[src/rtl/dram_ctrl_pkg.sv]
// Shared definitions for the DRAM command scheduler: controller states,
// address slicing and the pin levels driven while the bus is parked.
package dram_ctrl_pkg;

  localparam int ROW_BITS = 11;
  localparam int COL_BITS = 10;

  // Byte address layout: row in [22:12], column (word) in [11:2].
  localparam int ROW_LSB = 12;
  localparam int COL_LSB = 2;

  typedef enum logic [2:0] {
    S_IDLE,
    S_PRE,
    S_ACT,
    S_COL,
    S_RD1,
    S_RD2,
    S_REF
  } dram_state_e;

  localparam logic       IDLE_CSN  = 1'b1;
  localparam logic       IDLE_RASN = 1'b1;
  localparam logic       IDLE_CASN = 1'b1;
  localparam logic [3:0] IDLE_WEN  = 4'hF;

endpackage

[src/rtl/dram_refresh_timer.sv]
// Refresh interval counter with a saturating pending flag; the flag is
// cleared by the controller's refresh-done pulse. Built only with DRAM_REFRESH_EN.
`ifdef DRAM_REFRESH_EN
module dram_refresh_timer #(
  parameter int REF_PERIOD = 1024
) (
  input  logic clk,
  input  logic rst,
  input  logic refresh_done,
  output logic pending
);

  localparam int CNT_W = (REF_PERIOD > 1) ? $clog2(REF_PERIOD) : 1;
  localparam logic [CNT_W-1:0] LAST = CNT_W'(REF_PERIOD - 1);

  logic [CNT_W-1:0] count;
  logic             expire;

  assign expire = (count == LAST);

  // A fresh expiry wins over a same-cycle clear so no interval is skipped.
  always_ff @(posedge clk or posedge rst) begin
    if (rst) begin
      count   <= '0;
      pending <= 1'b0;
    end else begin
      count <= expire ? '0 : count + 1'b1;
      if (expire)
        pending <= 1'b1;
      else if (refresh_done)
        pending <= 1'b0;
    end
  end

endmodule
`endif

[src/rtl/dram_arbiter.sv]
// Two-port DRAM command scheduler with open-page tracking and round-robin
// arbitration. Periodic RAS-only refresh is built in when DRAM_REFRESH_EN is defined.
module dram_arbiter
  import dram_ctrl_pkg::dram_state_e, dram_ctrl_pkg::S_IDLE, dram_ctrl_pkg::S_PRE,
         dram_ctrl_pkg::S_ACT, dram_ctrl_pkg::S_COL, dram_ctrl_pkg::S_RD1,
         dram_ctrl_pkg::S_RD2, dram_ctrl_pkg::S_REF, dram_ctrl_pkg::ROW_LSB,
         dram_ctrl_pkg::COL_LSB, dram_ctrl_pkg::IDLE_CSN, dram_ctrl_pkg::IDLE_RASN,
         dram_ctrl_pkg::IDLE_CASN, dram_ctrl_pkg::IDLE_WEN;
#(
  parameter int REF_PERIOD = 1024,
  parameter int ROW_BITS   = dram_ctrl_pkg::ROW_BITS,
  parameter int COL_BITS   = dram_ctrl_pkg::COL_BITS
) (
  input  logic                clk,
  input  logic                rst,
  // Handshake: reqN is held with stable fields until the one-cycle ackN;
  // on a read, rdataN is valid only in the ackN cycle.
  input  logic                req0,
  input  logic [22:0]         addr0,
  input  logic                we0,
  input  logic [3:0]          wmask0,
  input  logic [31:0]         wdata0,
  output logic                ack0,
  output logic [31:0]         rdata0,
  input  logic                req1,
  input  logic [22:0]         addr1,
  input  logic                we1,
  input  logic [3:0]          wmask1,
  input  logic [31:0]         wdata1,
  output logic                ack1,
  output logic [31:0]         rdata1,
  input  logic [31:0]         DRAM_Q,
  output logic                DRAM_CSn,
  output logic [3:0]          DRAM_WEn,
  output logic                DRAM_RASn,
  output logic                DRAM_CASn,
  output logic [ROW_BITS-1:0] DRAM_A,
  output logic [31:0]         DRAM_D,
  output dram_state_e         state_dbg
);

  dram_state_e         state, state_nxt;
  logic                row_open;
  logic [ROW_BITS-1:0] open_row;
  logic                rr_ptr;

  logic                port_q;
  logic                we_q;
  logic [ROW_BITS-1:0] row_q;
  logic [COL_BITS-1:0] col_q;
  logic [3:0]          mask_q;
  logic [31:0]         wdata_q;

  // ref_busy: a refresh sequence owns the bus; pre_to_idle: the PRE after REF.
  logic                ref_busy;
  logic                pre_to_idle;
  logic                ref_pending;
  logic [ROW_BITS-1:0] ref_row;

  logic                any_req;
  logic                win_port;
  logic [ROW_BITS-1:0] win_row;
  logic                take_req;
  logic                done;

  assign any_req  = req0 | req1;
  assign win_port = (req0 && req1) ? rr_ptr : req1;
  assign win_row  = win_port ? addr1[ROW_LSB +: ROW_BITS] : addr0[ROW_LSB +: ROW_BITS];
  assign take_req = (state == S_IDLE) && !ref_pending && any_req;

  assign state_dbg = state;
  assign rdata0    = DRAM_Q;
  assign rdata1    = DRAM_Q;

  always_comb begin
    state_nxt = state;
    case (state)
      S_IDLE: begin
        if (ref_pending)
          state_nxt = row_open ? S_PRE : S_REF;
        else if (any_req) begin
          if (row_open && (win_row == open_row))
            state_nxt = S_COL;
          else if (row_open)
            state_nxt = S_PRE;
          else
            state_nxt = S_ACT;
        end
      end
      S_PRE:   state_nxt = pre_to_idle ? S_IDLE : (ref_busy ? S_REF : S_ACT);
      S_ACT:   state_nxt = S_COL;
      S_COL:   state_nxt = we_q ? S_IDLE : S_RD1;
      S_RD1:   state_nxt = S_RD2;
      S_RD2:   state_nxt = S_IDLE;
      S_REF:   state_nxt = S_PRE;
      default: state_nxt = S_IDLE;
    endcase
  end

  always_ff @(posedge clk or posedge rst) begin
    if (rst) begin
      state       <= S_IDLE;
      row_open    <= 1'b0;
      open_row    <= '0;
      rr_ptr      <= 1'b0;
      port_q      <= 1'b0;
      we_q        <= 1'b0;
      row_q       <= '0;
      col_q       <= '0;
      mask_q      <= '0;
      wdata_q     <= '0;
      ref_busy    <= 1'b0;
      pre_to_idle <= 1'b0;
    end else begin
      state <= state_nxt;
      if (take_req) begin
        port_q  <= win_port;
        rr_ptr  <= ~win_port;
        row_q   <= win_row;
        col_q   <= win_port ? addr1[COL_LSB +: COL_BITS] : addr0[COL_LSB +: COL_BITS];
        we_q    <= win_port ? we1 : we0;
        mask_q  <= win_port ? wmask1 : wmask0;
        wdata_q <= win_port ? wdata1 : wdata0;
      end
      if ((state == S_IDLE) && ref_pending)
        ref_busy <= 1'b1;
      if (state == S_ACT) begin
        row_open <= 1'b1;
        open_row <= row_q;
      end
      if (state == S_PRE) begin
        row_open    <= 1'b0;
        pre_to_idle <= 1'b0;
      end
      if (state == S_REF) begin
        ref_busy    <= 1'b0;
        pre_to_idle <= 1'b1;
      end
    end
  end

  assign done = ((state == S_COL) && we_q) || (state == S_RD2);
  assign ack0 = done && !port_q;
  assign ack1 = done && port_q;

  // RAS stays low in IDLE while a page is open so page hits skip ACT.
  always_comb begin
    DRAM_CSn  = 1'b0;
    DRAM_RASn = 1'b0;
    DRAM_CASn = IDLE_CASN;
    DRAM_WEn  = IDLE_WEN;
    DRAM_A    = '0;
    DRAM_D    = '0;
    case (state)
      S_IDLE: begin
        DRAM_CSn  = row_open ? 1'b0 : IDLE_CSN;
        DRAM_RASn = row_open ? 1'b0 : IDLE_RASN;
      end
      S_PRE:  DRAM_RASn = 1'b1;
      S_ACT:  DRAM_A    = row_q;
      S_COL: begin
        DRAM_CASn = 1'b0;
        DRAM_A    = ROW_BITS'(col_q);
        if (we_q) begin
          DRAM_WEn = ~mask_q;
          DRAM_D   = wdata_q;
        end
      end
      S_RD1, S_RD2: DRAM_A = ROW_BITS'(col_q);
      S_REF:  DRAM_A = ref_row;
      default: begin
        DRAM_CSn  = IDLE_CSN;
        DRAM_RASn = IDLE_RASN;
      end
    endcase
  end

  logic unused_addr_lsbs;
  assign unused_addr_lsbs = ^{addr0[1:0], addr1[1:0]};

`ifdef DRAM_REFRESH_EN
  logic ref_done;
  assign ref_done = (state == S_REF);

  dram_refresh_timer #(
    .REF_PERIOD(REF_PERIOD)
  ) u_refresh_timer (
    .clk          (clk),
    .rst          (rst),
    .refresh_done (ref_done),
    .pending      (ref_pending)
  );

  always_ff @(posedge clk or posedge rst) begin
    if (rst)
      ref_row <= '0;
    else if (ref_done)
      ref_row <= ref_row + 1'b1;
  end
`else
  assign ref_pending = 1'b0;
  assign ref_row     = '0;

  // The period only shapes hardware when refresh is built in.
  logic unused_ref_period;
  assign unused_ref_period = (REF_PERIOD > 0);
`endif

endmodule

[config.mk]
export PLATFORM = sky130hd
export DESIGN_NAME = dram_arbiter
export DESIGN_NICKNAME = d
export VERILOG_FILES = /design/src/rtl/dram_ctrl_pkg.sv /design/src/rtl/dram_refresh_timer.sv /design/src/rtl/dram_arbiter.sv
export SDC_FILE = /design/constraint.sdc
export NUM_CORES = 1
export LEC_CHECK = 0
export CAP_MARGIN = 25
export CORE_ASPECT_RATIO = 1.5
export CORE_UTILIZATION = 38
export CTS_CLUSTER_DIAMETER = 30
export DETAILED_ROUTE_END_ITERATION = 8
export GPL_ROUTABILITY_DRIVEN = 0
export PLACE_DENSITY = 0.82
export SKIP_LAST_GASP = 1
export SLEW_MARGIN = 20
export SYNTH_ARGS = -nofsm -noshare
export SYNTH_HDL_FRONTEND = slang
export SYNTH_SLANG_ARGS = --single-unit
[constraint.sdc]
create_clock -name clk -period 2.95 [get_ports clk]
set_input_delay 0.59 -clock clk [delete_from_list [all_inputs] [get_ports clk]]
set_output_delay 0.59 -clock clk [all_outputs]
set_load 0.005 [all_outputs]
==> key figures, run 1 <==
STA
  • Setup TNS: 0 ps
  • Clock skew: 7.326 ps
  • Min cycle time layout: 2770 ps
  • Highest clock rate: 361.0 MHz
  • RSZ-0062 raised after global routing: no
  • Final Max Slew Viols: 0
  • Final setup vio count: 0
  • Final worst-path cycle share: 93.89%
  • Pin slew with the least headroom to its limit: 478.4 ps
  • Fin. Hold Viols: 0
  • Relative slew margins: 68.07%
  • Final worst slack: 180.2 ps

Critical path
  • CP Capture Type: primary output
  • Critical Path Start Type: flip-flop
  • Crit-path max FO: 36
  • Setup CP Type: reg2out
  • Worst Path Required: 2360 ps
  • Crit path DAT: 2180 ps

Clock tree
  • Hold Buf Count CTS: 0
  • Clock Pin Slew Worst Setup and Hold Paths: 60 ps
  • H-Tree Depth: 3
  • Post_cts resized: 0
  • # Post-CTS Setup Buffers: 0
  • Total CTS buffers: 9
  • Clk_lat worst skew: 330 ps
  • Root Buffer: clkbuf_16
  • Clock sinks: 76
  • CTS tree: built
  • Deepest clock path buffer count: 2

Floorplanning
  • Chip Height: 135.4 um
  • Die ar.: 12320 sq um
  • Placeable Area: 11530 sq um
  • I/O pins: 275
  • Initial core utilization: 39.11%
  • Die width: 90.95 um
  • Floorplan row count: 48

Global routing
  • First-pass GRT wire length: 19330 um
  • Total track usage: 20.11%
  • Initial antenna violation count: 0
  • Vias in the first global route: 3943
  • Global route total overflow: 0
  • Largest net degree at the start of global routing: 76

Synth
  • Mean post-synth cell area: 8.912 sq um
  • Synthesized flop and latch total: 76
  • Post-Syn Nets: 662
  • Top cells by area, synth: dfrtp_1, buf_4, o21ai_0, a22oi_1, nand2_1
  • Area fraction of the dominant cell type after synthesis: 42.18%
  • Leading area contributor after synthesis: dfrtp_1
  • Post-synth cell types: 35
  • Seq/Total Area, Yosys: 42.18%
  • Synthesized area: 4509 sq um
  • Post-Syn Instances: 506
  • Synth warn: 0

Placed design
  • Post-DP HPWL: 8963 um
  • Pre-CTS setup slack: 259.6 ps
  • Port Buffers: 174

Pwr
  • P per Cell Area: 871.4 nW/um^2
  • Worst vdd ir: 0.4282 mV
  • Leak: 2.656 nW

Cells and area
  • Filler cells: 1027
  • Most common cell after layout, fill and taps aside: clkdlybuf4s50_1
  • Util after Layout: 54.41%
  • Most frequent cells in the layout: clkdlybuf4s50_1, nand2_1, o21ai_0
  • Antenna Cells: 0
  • Nets: 760
  • Synth-to-layout area growth: 39.12%
  • Layout cell share with drive strength beyond 1: 7.061%

Worst hold path
  • Worst min path class: reg2reg

Drt
  • TritonRoute pass-1 iters: 5
  • Avg WL per Cell: 16.22 um
  • Starting DRT DRC Count: 120
  • Vias per inst: 5.237
  • Via Count: 3975
  • Residual DRC: 0
  • ANT nets after route: 0
  • Final WL: 12310 um

Outcome
  • Status: completed

Run
  • Maxcap violations: 0
## synth_stat cells, drive strengths merged
cell and number:
o22ai 2, mux2 9, nor2b 2, nand2 84, o21ai 82, dfrtp 76, mux2i 20, nor3b 1
a211o 1, nor2 7, nand4 1, inv 12, o2111ai 1, or4 1, and3 3, xor2 5
a22oi 47, nand4b 1, clkbuf 19, buf 80, and2 32, a21o 2, a221oi 1, xnor2 5
o31ai 1, a21oi 5, nand3b 1, o211ai 2, nand3 3
## final cells by class
cell class / instances / area, sq um / area share, %
Multi-Input combinational cell: 319 / 1913 / 30.49
Sequential cell: 76 / 1902 / 30.32
Timing Repair Buffer: 186 / 1873 / 29.86
Clock buffer: 12 / 256.5 / 4.089
Tap cell: 150 / 187.7 / 2.992
Clock inverter: 4 / 95.09 / 1.516
Inverter: 12 / 46.29 / 0.7379
## registers in the layout, summed over array words and instances (netlist names)
signal / flops
row_open: 1
row_q: 11
rr_ptr: 1
pre_to_idle: 1
state_dbg: 3
wdata_q: 32
col_q: 10
mask_q: 4
port_q: 1
open_row: 11
we_q: 1
## report_power, final
group          internal [W]  total [W]  switching (W)
registers           0.00155    0.00189       0.000335
logic               0.00120    0.00230        0.00110
clock network      0.000871    0.00128       0.000411
total               0.00363    0.00547        0.00184
## per-stage QoR
| step | hold WS, ps | cells | total power [W] | instance area [sq um] |
|---|---|---|---|---|
| after floorplan | 458.3 | 506 | 0.003320 | 4509 |
| after global placement | 483.9 | 743 | 0.004111 | 5916 |
| after detailed placement | 486.8 | 743 | 0.004214 | 5916 |
| after CTS | 501.4 | 759 | 0.005520 | 6267 |
| after global routing | 539.6 | 759 | 0.005847 | 6274 |
| final | 504.6 | 759 | 0.005467 | 6274 |
## worst max-delay path, stage by stage, from the launching register on
cell and delay, ps:
dfrtp_1 480, nor2b_2 230, and3_1 200, buf_6 230, and2_1 190, clkdlybuf4s50_1 500
## path summary, 6_finish.rpt
kind                              startpoint           to  slack, ps  cells after the start
worst min-delay path              wdata_q[1]   wdata_q[1]        500                      2
worst max register to register  state_dbg[0]     col_q[9]        810                      6
max in group asynchronous                rst     row_q[2]       1720                      3
worst min register to register    wdata_q[1]   wdata_q[1]        500                      2
min in group asynchronous                rst  wdata_q[23]        590                      2
worst max-delay path            state_dbg[2]   DRAM_D[15]        180                      5
## routing by layer
metal / GRT usage [%] / vias up / wire [um]
met5: 0 / - / 0
met4: 13.49 / 0 / 676
met3: 3.704 / 60 / 674
met2: 35.94 / 155 / 6414
met1: 21.52 / 1900 / 4543
li1: - / 1860 / -
## kinds of logic after synthesis
family | after synthesis | share of synthesized area (%)
compound gates | 144 | 19.45
xor+xnor | 10 | 1.942
buf+inv | 111 | 15.62
flops | 76 | 42.18
mux | 29 | 6.687
simple gates | 136 | 14.12
No activity file was read; power rests on OpenSTA's default activity.
==> run 2, diff against run 1 <==
--- a/config.mk
+++ b/config.mk
@@ -8,6 +8,7 @@
 export CAP_MARGIN = 25
 export CORE_ASPECT_RATIO = 1.5
 export CORE_UTILIZATION = 38
+export CTS_BUF_LIST = sky130_fd_sc_hd__clkbuf_16
 export CTS_CLUSTER_DIAMETER = 30
 export DETAILED_ROUTE_END_ITERATION = 8
 export GPL_ROUTABILITY_DRIVEN = 0
==> key figures, run 2 (same netlist as run 1, synthesis figures left out) <==
Outcome
  • Status: completed (unchanged)

Clock tree
  • CTS tree: built (unchanged)
  • Root Buffer: clkbuf_16 (unchanged)
  • Clock sinks: 76 (unchanged)
  • Clk_lat worst skew: 330 ps (about the same)
  • Clock Pin Slew Worst Setup and Hold Paths: 60 ps (about the same)
  • H-Tree Depth: 3 (unchanged)
  • Deepest clock path buffer count: 2 (unchanged)
  • Post_cts resized: 0 (unchanged)
  • Hold Buf Count CTS: 0 (unchanged)
  • # Post-CTS Setup Buffers: 0 (unchanged)
  • Total CTS buffers: 9 (unchanged)

Floorplanning
  • Initial core utilization: 39.11% (unchanged)
  • Chip Height: 135.4 um (unchanged)
  • Die ar.: 12320 sq um (unchanged)
  • Placeable Area: 11530 sq um (unchanged)
  • Die width: 90.95 um (unchanged)
  • I/O pins: 275 (unchanged)
  • Floorplan row count: 48 (unchanged)

Cells and area
  • Layout cell share with drive strength beyond 1: 6.732% (was 7.061%)
  • Largest regs: wdata_q: 32 flops, open_row: 11 flops, row_q: 11 flops (unchanged)
  • Antenna Cells: 0 (unchanged)
  • Post-route cell area: 6254 sq um (was 6274 sq um)
  • Most frequent cells in the layout: clkdlybuf4s50_1, nand2_1, o21ai_0 (unchanged)
  • Filler cells: 1030 (was 1027)
  • Nets: 760 (unchanged)
  • Synth-to-layout area growth: 38.68% (was 39.12%)
  • Post-Layout Cell Count: 759 (unchanged)
  • Area of the multi-input gates: 1913 sq um (unchanged)
  • FF+latch area: 1902 sq um (unchanged)
  • Top reg by flops: wdata_q (unchanged)
  • Max reg flops: 32 (unchanged)
  • Most common cell after layout, fill and taps aside: clkdlybuf4s50_1 (unchanged)

Global routing
  • Largest net degree at the start of global routing: 76 (unchanged)
  • Vias in the first global route: 3943 (unchanged)
  • First-pass GRT wire length: 19330 um (about the same)
  • Total track usage: 20.13% (was 20.11%)
  • Initial antenna violation count: 0 (unchanged)
  • Global route total overflow: 0 (unchanged)

Critical path
  • Critical Path Start Type: flip-flop (unchanged)
  • R2R cell count: 6 (unchanged)
  • Critical Path Max Stage Delay: 500 ps (about the same)
  • Slowest CP cell: clkdlybuf4s50_1 (unchanged)
  • Crit path launch: state_dbg[2] (unchanged)
  • Critical Path Sink: DRAM_D[15] (unchanged)
  • Setup CP Type: reg2out (unchanged)
  • R2R Path End: col_q[9] (unchanged)
  • Crit path DAT: 2180 ps (about the same)
  • R2r setup slk: 810 ps (about the same)
  • Critical-path cell list: nor2b_2 > and3_1 > buf_6 > and2_1 > clkdlybuf4s50_1 (unchanged)
  • CP Capture Type: primary output (unchanged)
  • Critical R2R Launch: state_dbg[0] (unchanged)
  • Worst Path Required: 2360 ps (about the same)
  • Crit-path max FO: 36 (unchanged)

Drt
  • Final WL: 12290 um (was 12310 um)
  • TritonRoute pass-1 iters: 5 (unchanged)
  • Starting DRT DRC Count: 166 (was 120)
  • Residual DRC: 0 (unchanged)
  • Vias per inst: 5.204 (was 5.237)
  • Avg WL per Cell: 16.20 um (was 16.22 um)
  • Via Count: 3950 (was 3975)
  • ANT nets after route: 0 (unchanged)

Placed design
  • Post-DP HPWL: 8963 um (unchanged)
  • Post-Place Cell Area: 5916 sq um (unchanged)
  • Pre-CTS setup slack: 259.6 ps (unchanged)
  • Port Buffers: 174 (unchanged)
  • Post-Place Cells: 743 (unchanged)

STA
  • Clock skew: 6.720 ps (was 7.326 ps)
  • Pin slew with the least headroom to its limit: 482.1 ps (was 478.4 ps)
  • Final worst-path cycle share: 93.81% (was 93.89%)
  • Smallest hold slack: 505.4 ps (was 504.6 ps)
  • Final Max Slew Viols: 0 (unchanged)
  • Relative slew margins: 67.82% (was 68.07%)
  • RSZ-0062 raised after global routing: no (unchanged)
  • Min cycle time layout: 2767 ps (was 2770 ps)
  • Setup TNS: 0 ps (unchanged)
  • Fin. Hold Viols: 0 (unchanged)
  • Final setup vio count: 0 (unchanged)
  • Highest clock rate: 361.3 MHz (was 361.0 MHz)
  • Final worst slack: 182.5 ps (was 180.2 ps)

Worst hold path
  • Worst min path class: reg2reg (unchanged)

Pwr
  • Leak: 2.649 nW (was 2.656 nW)
  • P per Cell Area: 865.0 nW/um^2 (was 871.4 nW/um^2)
  • Worst vdd ir: 0.4282 mV (about the same)

Run
  • Maxcap violations: 0 (unchanged)
==> run 2: cell count changes in the layout (fill, tap and decap cells not counted) <==
cell,before,now
clkbuf_1,1,0
clkbuf_8,2,0
clkinv_1,0,2
inv_1,11,12
==> run 2: power by group <==
group          internal, W  leakage, nW  switching (W)  total [W]
Sequential         0.00155        0.939       0.000335    0.00189
Combinational      0.00120         1.54        0.00109    0.00230
Clock             0.000816        0.166       0.000410    0.00123
Total              0.00357         2.65        0.00184    0.00541
==> run 2: worst min path at each step <==
stage / slack, ps / endpoint / start / cells after the start
5_1_grt: 540 / wdata_q[1] / wdata_q[1] / 2
4_1_cts: 500 / port_q / port_q / 1
6_report: 510 / wdata_q[1] / wdata_q[1] / 2
3_3_place_gp: 480 / port_q / port_q / 1
2_1_floorplan: 460 / row_q[10] / row_q[10] / 2
3_5_place_dp: 490 / port_q / port_q / 1
==> run 2: metrics by stage <==
step                      util (%)  total power (W)
after floorplan                  -         0.003320
after global placement       51.30         0.004111
after detailed placement     51.30         0.004214
after CTS                    54.18         0.005461
after global routing         54.23         0.005791
final                        54.23         0.005409
==> run 2: area by class of cell <==
| cell class | count | area share [%] |
|---|---|---|
| multi-input combinational | 319 | 30.59 |
| sequential | 76 | 30.41 |
| timing repair buffer | 186 | 29.95 |
| clock buffer | 9 | 3.601 |
| tap | 150 | 3.001 |
| clock inverter | 7 | 1.701 |
| inverter | 12 | 0.7403 |
==> run 2: worst max-delay path: cells and delay by family, from the launching register on <==
kind / cells / cell delay, ps
buffers and inverters: 2 / 730
DFF: 1 / 480
and+or+nand+nor: 3 / 620
==> run 2: layer usage <==
layer	GRT usage, %	up-vias	wire, um
met1	21.59	1889	4525
met2	35.94	145	6432
li1	-	1858	-
met5	0	-	0
met3	3.704	58	673
met4	13.49	0	663
